File: src/rtl/npc_mem_pkg.sv
// Shared memory-port types and helpers for the load/store and fetch initiators.
package npc_mem_pkg;

  localparam int unsigned MEM_DW = 64;
  localparam int unsigned MEM_BW = MEM_DW / 8;
  localparam int unsigned ADDR_W = 64;

  typedef enum logic [1:0] {SZ_B, SZ_H, SZ_W, SZ_D} mem_size_e;

  typedef enum logic [1:0] {IDLE, REQ, WAIT_R, RESP} lsu_state_e;

  // Request fields that must survive past acceptance.
  typedef struct packed {
    logic      wen;
    logic [2:0] off;
    mem_size_e size;
    logic      sgn;
  } lsu_req_t;

  function automatic logic [MEM_BW-1:0] lane_mask(mem_size_e size, logic [2:0] off);
    logic [MEM_BW-1:0] base;
    case (size)
      SZ_B:    base = 8'h01;
      SZ_H:    base = 8'h03;
      SZ_W:    base = 8'h0F;
      default: base = 8'hFF;
    endcase
    return base << off;
  endfunction

  function automatic logic misaligned(mem_size_e size, logic [2:0] off);
    logic bad;
    case (size)
      SZ_B:    bad = 1'b0;
      SZ_H:    bad = off[0];
      SZ_W:    bad = |off[1:0];
      default: bad = |off;
    endcase
    return bad;
  endfunction

endpackage

File: src/rtl/mem_lane_align.sv
// Byte-lane steering for a 64-bit doubleword port: store mask/shift and load shift/extend.
module mem_lane_align
  import npc_mem_pkg::*;
(
  input  mem_size_e         size,
  input  logic [2:0]        off,
  input  logic              sgn,
  input  logic [MEM_DW-1:0] wdata,
  input  logic [MEM_DW-1:0] rdata,
  output logic [MEM_BW-1:0] mask,
  output logic [MEM_DW-1:0] wdata_lane,
  output logic [MEM_DW-1:0] rdata_ext
);

  logic [5:0]        sh;
  logic [MEM_DW-1:0] wtrunc;
  logic [MEM_DW-1:0] rshift;

  assign sh         = {off, 3'b000};
  assign mask       = lane_mask(size, off);
  assign wdata_lane = wtrunc << sh;
  assign rshift     = rdata >> sh;

  // Drop store bits above the access size before they reach the lanes.
  always_comb begin
    wtrunc = wdata;
    case (size)
      SZ_B:    wtrunc = {56'b0, wdata[7:0]};
      SZ_H:    wtrunc = {48'b0, wdata[15:0]};
      SZ_W:    wtrunc = {32'b0, wdata[31:0]};
      default: wtrunc = wdata;
    endcase
  end

  always_comb begin
    rdata_ext = rshift;
    case (size)
      SZ_B:    rdata_ext = {{56{sgn & rshift[7]}},  rshift[7:0]};
      SZ_H:    rdata_ext = {{48{sgn & rshift[15]}}, rshift[15:0]};
      SZ_W:    rdata_ext = {{32{sgn & rshift[31]}}, rshift[31:0]};
      default: rdata_ext = rshift;
    endcase
  end

endmodule

File: src/rtl/lsu_mem_master.sv
// Single-outstanding load/store initiator onto the 64-bit doubleword memory port.
module lsu_mem_master
  import npc_mem_pkg::*;
#(
  parameter int unsigned TIMEOUT = 255
) (
  input  logic              clock,
  input  logic              reset,
  input  logic              req_valid,
  output logic              req_ready,
  input  logic              req_wen,
  input  logic [ADDR_W-1:0] req_addr,
  input  logic [MEM_DW-1:0] req_wdata,
  input  logic [1:0]        req_size,
  input  logic              req_signed,
  output logic              resp_valid,
  input  logic              resp_ready,
  output logic [MEM_DW-1:0] resp_rdata,
  output logic              resp_err,
  output logic              mem_rd_en,
  output logic [ADDR_W-1:0] mem_rd_addr,
  input  logic [MEM_DW-1:0] mem_rd_data,
  input  logic              mem_rvalid,
  output logic              mem_we_en,
  output logic [ADDR_W-1:0] mem_we_addr,
  output logic [MEM_DW-1:0] mem_we_data,
  output logic [MEM_BW-1:0] mem_we_mask,
  input  logic              mem_ready
);

  localparam int unsigned CW = (TIMEOUT > 0) ? $clog2(TIMEOUT + 1) : 1;

  lsu_state_e        state;
  lsu_req_t          lat;
  logic [CW-1:0]     cnt;
  logic [CW-1:0]     cnt_inc;
  logic              timeout_hit;

  mem_size_e         al_size;
  logic [2:0]        al_off;
  logic              al_sgn;
  logic [MEM_BW-1:0] al_mask;
  logic [MEM_DW-1:0] al_wdata;
  logic [MEM_DW-1:0] al_rdata;
  logic [ADDR_W-1:0] dw_addr;

  // Store lanes are computed from the incoming request at acceptance; load extraction uses the latch.
  assign al_size = (state == IDLE) ? mem_size_e'(req_size) : lat.size;
  assign al_off  = (state == IDLE) ? req_addr[2:0] : lat.off;
  assign al_sgn  = lat.sgn;
  assign dw_addr = {req_addr[ADDR_W-1:3], 3'b000};

  assign cnt_inc     = cnt + CW'(1);
  assign timeout_hit = (TIMEOUT != 0) && (cnt_inc == CW'(TIMEOUT));

  mem_lane_align u_align (
    .size       (al_size),
    .off        (al_off),
    .sgn        (al_sgn),
    .wdata      (req_wdata),
    .rdata      (mem_rd_data),
    .mask       (al_mask),
    .wdata_lane (al_wdata),
    .rdata_ext  (al_rdata)
  );

  always_ff @(posedge clock or posedge reset) begin
    if (reset) begin
      state       <= IDLE;
      lat         <= '0;
      cnt         <= '0;
      req_ready   <= 1'b1;
      resp_valid  <= 1'b0;
      resp_err    <= 1'b0;
      resp_rdata  <= '0;
      mem_rd_en   <= 1'b0;
      mem_rd_addr <= '0;
      mem_we_en   <= 1'b0;
      mem_we_addr <= '0;
      mem_we_data <= '0;
      mem_we_mask <= '0;
    end else begin
      unique case (state)
        IDLE: begin
          if (req_valid) begin
            lat       <= '{wen: req_wen, off: req_addr[2:0], size: al_size, sgn: req_signed};
            req_ready <= 1'b0;
            if (misaligned(al_size, req_addr[2:0])) begin
              state      <= RESP;
              resp_valid <= 1'b1;
              resp_err   <= 1'b1;
              resp_rdata <= '0;
            end else begin
              state     <= REQ;
              cnt       <= '0;
              mem_rd_en <= ~req_wen;
              mem_we_en <= req_wen;
              if (req_wen) begin
                mem_we_addr <= dw_addr;
                mem_we_mask <= al_mask;
                mem_we_data <= al_wdata;
              end else begin
                mem_rd_addr <= dw_addr;
              end
            end
          end
        end
        REQ: begin
          cnt <= cnt_inc;
          if (mem_ready) begin
            mem_rd_en <= 1'b0;
            mem_we_en <= 1'b0;
            if (lat.wen) begin
              state      <= RESP;
              resp_valid <= 1'b1;
              resp_err   <= 1'b0;
              resp_rdata <= '0;
            end else begin
              state <= WAIT_R;
            end
          end else if (timeout_hit) begin
            mem_rd_en  <= 1'b0;
            mem_we_en  <= 1'b0;
            state      <= RESP;
            resp_valid <= 1'b1;
            resp_err   <= 1'b1;
            resp_rdata <= '0;
          end
        end
        WAIT_R: begin
          cnt <= cnt_inc;
          if (mem_rvalid) begin
            state      <= RESP;
            resp_valid <= 1'b1;
            resp_err   <= 1'b0;
            resp_rdata <= al_rdata;
          end else if (timeout_hit) begin
            state      <= RESP;
            resp_valid <= 1'b1;
            resp_err   <= 1'b1;
            resp_rdata <= '0;
          end
        end
        RESP: begin
          if (resp_ready) begin
            state      <= IDLE;
            resp_valid <= 1'b0;
            req_ready  <= 1'b1;
          end
        end
        default: state <= IDLE;
      endcase
    end
  end

endmodule

File: config.mk
export PLATFORM = sky130hd
export DESIGN_NAME = lsu_mem_master
export DESIGN_NICKNAME = d
export VERILOG_FILES = /design/src/rtl/npc_mem_pkg.sv /design/src/rtl/mem_lane_align.sv /design/src/rtl/lsu_mem_master.sv
export SDC_FILE = /design/constraint.sdc
export NUM_CORES = 1
export LEC_CHECK = 0
export CAP_MARGIN = 10
export CORE_AREA = 5 5 184 186
export DETAILED_ROUTE_END_ITERATION = 10
export DIE_AREA = 0 0 189 191
export GPL_TIMING_DRIVEN = 1
export PLACE_DENSITY = 0.95
export SYNTH_ARGS = -nofsm -noshare
export SYNTH_HDL_FRONTEND = slang
export SYNTH_HIERARCHICAL = 1
export SYNTH_SLANG_ARGS = --single-unit
File: constraint.sdc
create_clock -name clock -period 14.4 [get_ports clock]
set_input_delay 1.44 -clock clock [delete_from_list [all_inputs] [get_ports clock]]
set_output_delay 1.44 -clock clock [all_outputs]
set_load 0.02 [all_outputs]
==> results.py <==
metrics = {
    "die": {
        "start_util": 0.5171,
        "die_y_um": 191,
        "die_area_um2": 36100,
        "fp-row-count": 66,
        "die_w_um": 189,
        "num_io_pins": 471,
        "core_area_um2": 32120,
    },
    "outcome": {
        "status": "completed",
    },
    "global_routing": {
        "grt_max_degree": 126,
        "grt_pass1_vias": 16210,
        "grt_pass1_wl_mm": 95.19,
        "grt-ovfl-total": 0,
        "grt_usage": 0.3313,
        "antenna_found_initial": 3,
    },
    "clocking": {
        "cts_resized": 0,
        "cts_setup_buffers": 0,
        "clk_latency_ns": 0.58,
        "cts_buffers": 31,
        "htree_levels": 1,
        "cts_tree": "built",
        "path_clk_slew_ns": 0.07,
        "cts_sinks": 280,
        "cts_hold_buffers": 0,
        "clockRootBuffer": "clkbuf_16",
        "clockBufferDepth": 3,
    },
    "logic_synthesis": {
        "synth_flop_cell": "dfrtp_1",
        "syn_area_per_cell_um2": 9.789,
        "seq_area_frac_synth": 0.4219,
        "synth_area_leaders": "dfrtp_1 42%, mux2_2 11%, nand2_1 6.3%, mux2_1 5.2%, mux2i_1 4.5%",
        "netlist_area_um2": 16610,
        "synth_top_area_cell": "dfrtp_1",
        "synth_top_area_frac": 0.4203,
        "ys_async_sr_fraction": 1.000,
        "synth_edf_count": 0,
        "yosys_warnings": 6,
        "yosysUniqueCellTypes": 73,
        "ys_seq_elements": 280,
        "syn_inst": 1697,
    },
    "sta": {
        "setup_slack_ns": 9.327,
        "maxSlewViolCount": 0,
        "rsz0062_at_grt": "false",
        "hold_viol": 0,
        "setup_tns_ns": 0,
        "max_freq_mhz": 197.1,
        "fin_crit_sh": 0.3523,
        "fin_crit_ns": 5.073,
        "skew_ns": 0.01174,
        "max_slew_margin": 0.2501,
        "tightest_slew_ns": 1.118,
        "finalSetupViolCount": 0,
    },
    "detailed_routing": {
        "dr.max_layer_used": "met5",
        "antenna_left": 0,
        "dr.pass1.iters": 6,
        "vias": 15880,
        "met2WireLength_mm": 29.84,
        "vias_per_cell": 6.354,
        "drc": 0,
        "totalWireLength_mm": 62.40,
        "dr_wl_met3_mm": 6.820,
        "drtIter0Drc": 1771,
        "drt-met1-wl_mm": 21.83,
        "wl_per_cell_um": 24.97,
    },
    "place": {
        "dp_cells": 2440,
        "pre_cts_ws_ns": 8.896,
        "place.gp.congestion": 0.9699,
        "dp_hpwl_mm": 43.57,
        "io_buffers": 464,
    },
    "final_layout": {
        "utilization": 0.6901,
        "fin_cells": 2499,
        "n_fill_cell": 2213,
        "drive_above_1_share": 0.1418,
        "final_cell_mix": "464 x clkdlybuf4s50_1, 279 x dfrtp_1, 278 x nand2_1",
        "multiInputGateArea_um2": 8718,
        "ff_latch_area_um2": 7008,
        "final_nets": 2275,
        "layout_commonest_cell": "clkdlybuf4s50_1",
        "area_delta_synth_final_pct": 33.45,
    },
    "min_path": {
        "hold_class": "flop to flop",
    },
    "power": {
        "p_switching_uw": 2889,
        "power_density_nw_per_um2": 274.2,
        "pwr-share-comb": 0.632,
        "ir_worst_vdd_v": 0.0001608,
        "p_seq_frac": 0.234,
        "switching_share": 0.4752,
        "p_int_uw": 3190,
        "clock_power_share": 0.134,
        "power_leakage_uw": 0.009483,
    },
    "setup_path": {
        "crit_type": "input port to flop",
        "path_max_fanout": 56,
        "arrival_ns": 5.58,
        "r2r_slack_ns": 9.45,
        "cp.required_ns": 14.90,
        "critPathLaunchType": "input port",
        "end_kind": "flop",
    },
    "run": {
        "drv_cap": 0,
    },
}
## final timing paths
check                                  end  cells after the start            from
max                         resp_rdata[15]                     10     req_addr[1]
min                         mem_rd_addr[8]                      1  mem_rd_addr[8]
max reg2reg                 resp_rdata[15]                     12        state[0]
min reg2reg                 mem_rd_addr[8]                      1  mem_rd_addr[8]
max in group asynchronous   resp_rdata[61]                      3           reset
min in group asynchronous  mem_rd_addr[49]                      2           reset
## stage by stage
stage | total power (uW) | area (um^2) | hold slack [ns]
4_1_cts | 5995 | 22120 | 0.4898
6_report | 6079 | 22170 | 0.4870
3_3_place_gp | 5007 | 21100 | 0.4683
5_1_grt | 6383 | 22170 | 0.5118
3_5_place_dp | 5145 | 21100 | 0.4766
2_1_floorplan | 3815 | 16630 | 0.4754
## layer usage
layer  vias to the layer above  track usage
li1                       6816            -
met1                      7625       0.4077
met2                      1185       0.5473
met3                       250      0.07652
met4                         2       0.1718
met5                         -            0
## critical path: stages
cell and delay, ns:
clkdlybuf4s50_1 0.58, mux2_2 0.70, nand2b_1 0.94, a2bb2o_4 0.25, or4_4 0.83, o21ai_0 0.35
nand2_1 0.10, nand2_1 0.10, nand2_1 0.07, o22ai_1 0.15
## synthesized netlist by cell type (20+ instances only)
master	count
nor3_1	20
mux2_1	77
nor2_1	130
o22ai_1	72
nand2_1	278
mux2i_1	75
buf_2	49
nand4_2	24
o21ai_0	43
a21oi_1	93
dfrtp_1	279
mux2_2	156
clkbuf_1	52
and2_1	23
nand3_1	35
## power by group through the flow
stage / Sequential (uW) / Combinational, uW / Clock [uW]
floorplan: 1780 / 2030 / 0
finish: 1420 / 3840 / 813
global placement: 1390 / 3620 / 0
global route: 1460 / 4070 / 853
detailed placement: 1420 / 3720 / 0
CTS: 1410 / 3760 / 823
## state kept, by name (all words and copies together) (netlist names)
| name | cells |
|---|---|
| lat | 6 |
| mem_rd_addr | 61 |
| mem_we_addr | 61 |
| mem_rd_en | 1 |
| req_ready | 1 |
| al_sgn | 1 |
| mem_we_data | 64 |
| mem_we_en | 1 |
| resp_valid | 1 |
| resp_err | 1 |
| state | 2 |
| resp_rdata | 64 |
| mem_we_mask | 8 |
| cnt | 8 |
## kinds of logic (layout without fill, tap and decap cells)
logic type / Yosys count / after routing / synth area share
and+or+nand+nor: 569 / 569 / 0.1603
AOI/OAI and AO/OA: 357 / 357 / 0.1445
muxes: 313 / 313 / 0.2099
DFF: 280 / 280 / 0.4219
buffers and inverters: 170 / 556 / 0.05815
adders and majority gates: 6 / 6 / 0.004519
other: 1 / 9 / 0.0002257
xor gates and xnor gates: 1 / 1 / 0.0005273
## area by class of cell
class | count | area share
well taps | 408 | 0.02303
flip-flops and latches | 280 | 0.3161
clock buffers | 39 | 0.03680
inverters | 16 | 0.003048
clock inverters | 15 | 0.009313
diodes | 3 | 0.0003386
repair buffers | 486 | 0.2181
multi-input cells | 1252 | 0.3933
(Power assumes the default switching activity.)
==> variant (config.mk and constraints unchanged) <==
`TIMEOUT`: 255 -> 510.
--- a/src/rtl/lsu_mem_master.sv
+++ b/src/rtl/lsu_mem_master.sv
@@ -3,5 +3,5 @@
   import npc_mem_pkg::*;
 #(
-  parameter int unsigned TIMEOUT = 255
+  parameter int unsigned TIMEOUT = 510
 ) (
   input  logic              clock,
Check against the original RTL: not settled (the Yosys comparison gave no result); the edit may change what the design does.
==> variant against the unedited design <==
Clock power increased by 2.6%; setup slack got worse by 0.23 ns; die area unchanged; clock skew increased by 0.0064 ns; area after synthesis decreased by 0.12%; sequential cell count increased by 1; wire length increased by 1.4%; critical path type is now flop to flop; power decreased by 4.8%; cell area increased by 0.50%; critical endpoint is now resp_rdata[50].
==> variant: results (changes against the unedited design) <==
Initial DRC count - 2060 (was 1771)
Synth cell count leaders - dfrtp_1 (280), mux2_2 (234), clkbuf_1 (97), a21oi_1 (92), nand2_1 (90) (was dfrtp_1 (279), nand2_1 (278), mux2_2 (156), nor2_1 (130), a21oi_1 (93))
Wire length on met2 - 29.65 mm (was 29.84 mm)
Synth cell types - 65 (was 73)
Synth Area in XOR/XNOR - 0.0005279 (was 0.0005272)
Wire per inst - 26.57 µm (was 24.97 µm)
Fraction of the mapped netlist area in compound gates - 0.1832 (was 0.1445)
Worst hold path stage count - 1 (unchanged)
Drt pass-1 iters - 7 (was 6)
Seq/Total Area, Yosys - 0.4239 (was 0.4219)
Outcome - finished, final reports clean (unchanged)
Total GRT Usage - 0.3371 (was 0.3313)
DR top layer - met5 (unchanged)
Post-synthesis mux area share - 0.2108 (was 0.2099)
Critical R2R Capture - resp_rdata[50] (was resp_rdata[15])
Vias in the first global route - 15850 (was 16210)
Met3 wire length - 6.944 mm (was 6.820 mm)
Crit-path max FO - 88 (was 56)
Flop2flop setup slack - 9.10 ns (was 9.45 ns)
Min-Delay Endpoint - cnt[8] (was mem_rd_addr[8])
Post-Synth Adder-Cell Area - 0.004525 (was 0.004519)
First-pass GRT wire length - 95.94 mm (was 95.19 mm)
Biggest regs - mem_we_data: 64 flops, resp_rdata: 64 flops (unchanged)
HP Start - cnt[8] (was mem_rd_addr[8])
Largest net degree at the start of global routing - 138 (was 126)
Cell leakage power - 9.428 nW (was 9.483 nW)
Top cells by area, synth - dfrtp_1 (42%), mux2_2 (16%), mux2i_1 (4.5%) (was dfrtp_1 (42%), mux2_2 (11%), nand2_1 (6.3%))
Maximum VDD drop - 175.5 µV (was 160.8 µV)
GP Congestion - 0.9691 (was 0.9699)
Clk_skew - 0.01818 ns (was 0.01174 ns)
Antenna violations before repair - 17 (was 3)
Final-stage net count - 2149 (was 2275)
WL met1 - 22.32 mm (was 21.83 mm)
Dpl hpwl - 44.27 mm (was 43.57 mm)
Worst slew pin tran - 1.246 ns (was 1.118 ns)
[variant: cell types whose count changed in the layout (fill, tap and decap cells not counted), sizes merged, moves of 4 or more]
cell,before,now
nand2,278,90
nand2b,7,75
clkbuf,39,43
diode,3,9
o31ai,8,72
o22ai,73,8
a22o,1,65
and3,7,3
nor2,130,66
[variant: power by group]
| group | internal (mW) | leakage, nW | switching (mW) |
|---|---|---|---|
| sequential | 1.11 | 3.62 | 0.218 |
| clock | 0.490 | 0.515 | 0.344 |
| combinational | 1.54 | 5.29 | 2.08 |
[variant: cells by family (layout without fill, tap and decap cells)]
family / Yosys count / after routing
fa+ha+maj: 6 / 6
xor+xnor: 1 / 1
other cells: 1 / 15
flops: 281 / 281
compound gates: 422 / 422
simple gates: 380 / 380
mux: 314 / 314
buf+inv: 177 / 555
[variant: through the flow]
step / instance area, µm² / util / hold slack [ns] / worst slack [ns] / instances
2_1_floorplan: 16610 / - / 0.4453 / 5.211 / 1587
3_3_place_gp: 21190 / 0.6597 / 0.4682 / 8.823 / 2315
3_5_place_dp: 21190 / 0.6597 / 0.4731 / 8.685 / 2315
4_1_cts: 22250 / 0.6925 / 0.4852 / 9.144 / 2372
5_1_grt: 22280 / 0.6935 / 0.4984 / 8.832 / 2381
6_report: 22280 / 0.6936 / 0.4825 / 9.096 / 2382
[variant: area by class of cell]
cell class | count | area, µm²
well taps | 408 | 510.5
inverters | 13 | 56.30
repair buffers | 485 | 4801
clock buffers | 43 | 860.8
flip-flops and latches | 281 | 7033
multi-input cells | 1129 | 8802
clock inverters | 14 | 193.9
fillers | 2275 | 9843
diodes | 9 | 22.52
[variant: worst max-delay path by stage]
stage / startpoint / to / cells past startpoint
global route: state[0] / resp_rdata[50] / 12
floorplan: reset / al_sgn / 1
CTS: state[0] / resp_rdata[50] / 12
global placement: req_addr[1] / resp_rdata[50] / 11
finish: state[0] / resp_rdata[50] / 12
detailed placement: req_addr[2] / resp_rdata[50] / 11
[variant: worst max-delay path: stages, from the launching register on]
cell       delay (ns)
dfrtp_1          0.44
inv_1            0.11
ha_1             0.74
mux2_2           0.29
buf_4            0.70
nand2b_1         0.80
a2bb2o_4         0.42
or4_4            0.63
o2111ai_1        0.28
nand2b_1         0.22
a21oi_1          0.20
o31ai_1          0.09
a22o_1           0.22
[variant: metal layers]
| metal | up-vias | global-route usage |
|---|---|---|
| met2 | 1116 | 0.5541 |
| met1 | 7468 | 0.4060 |
| met3 | 285 | 0.09039 |
| met5 | - | 0 |
| li1 | 6569 | - |
| met4 | 16 | 0.1822 |
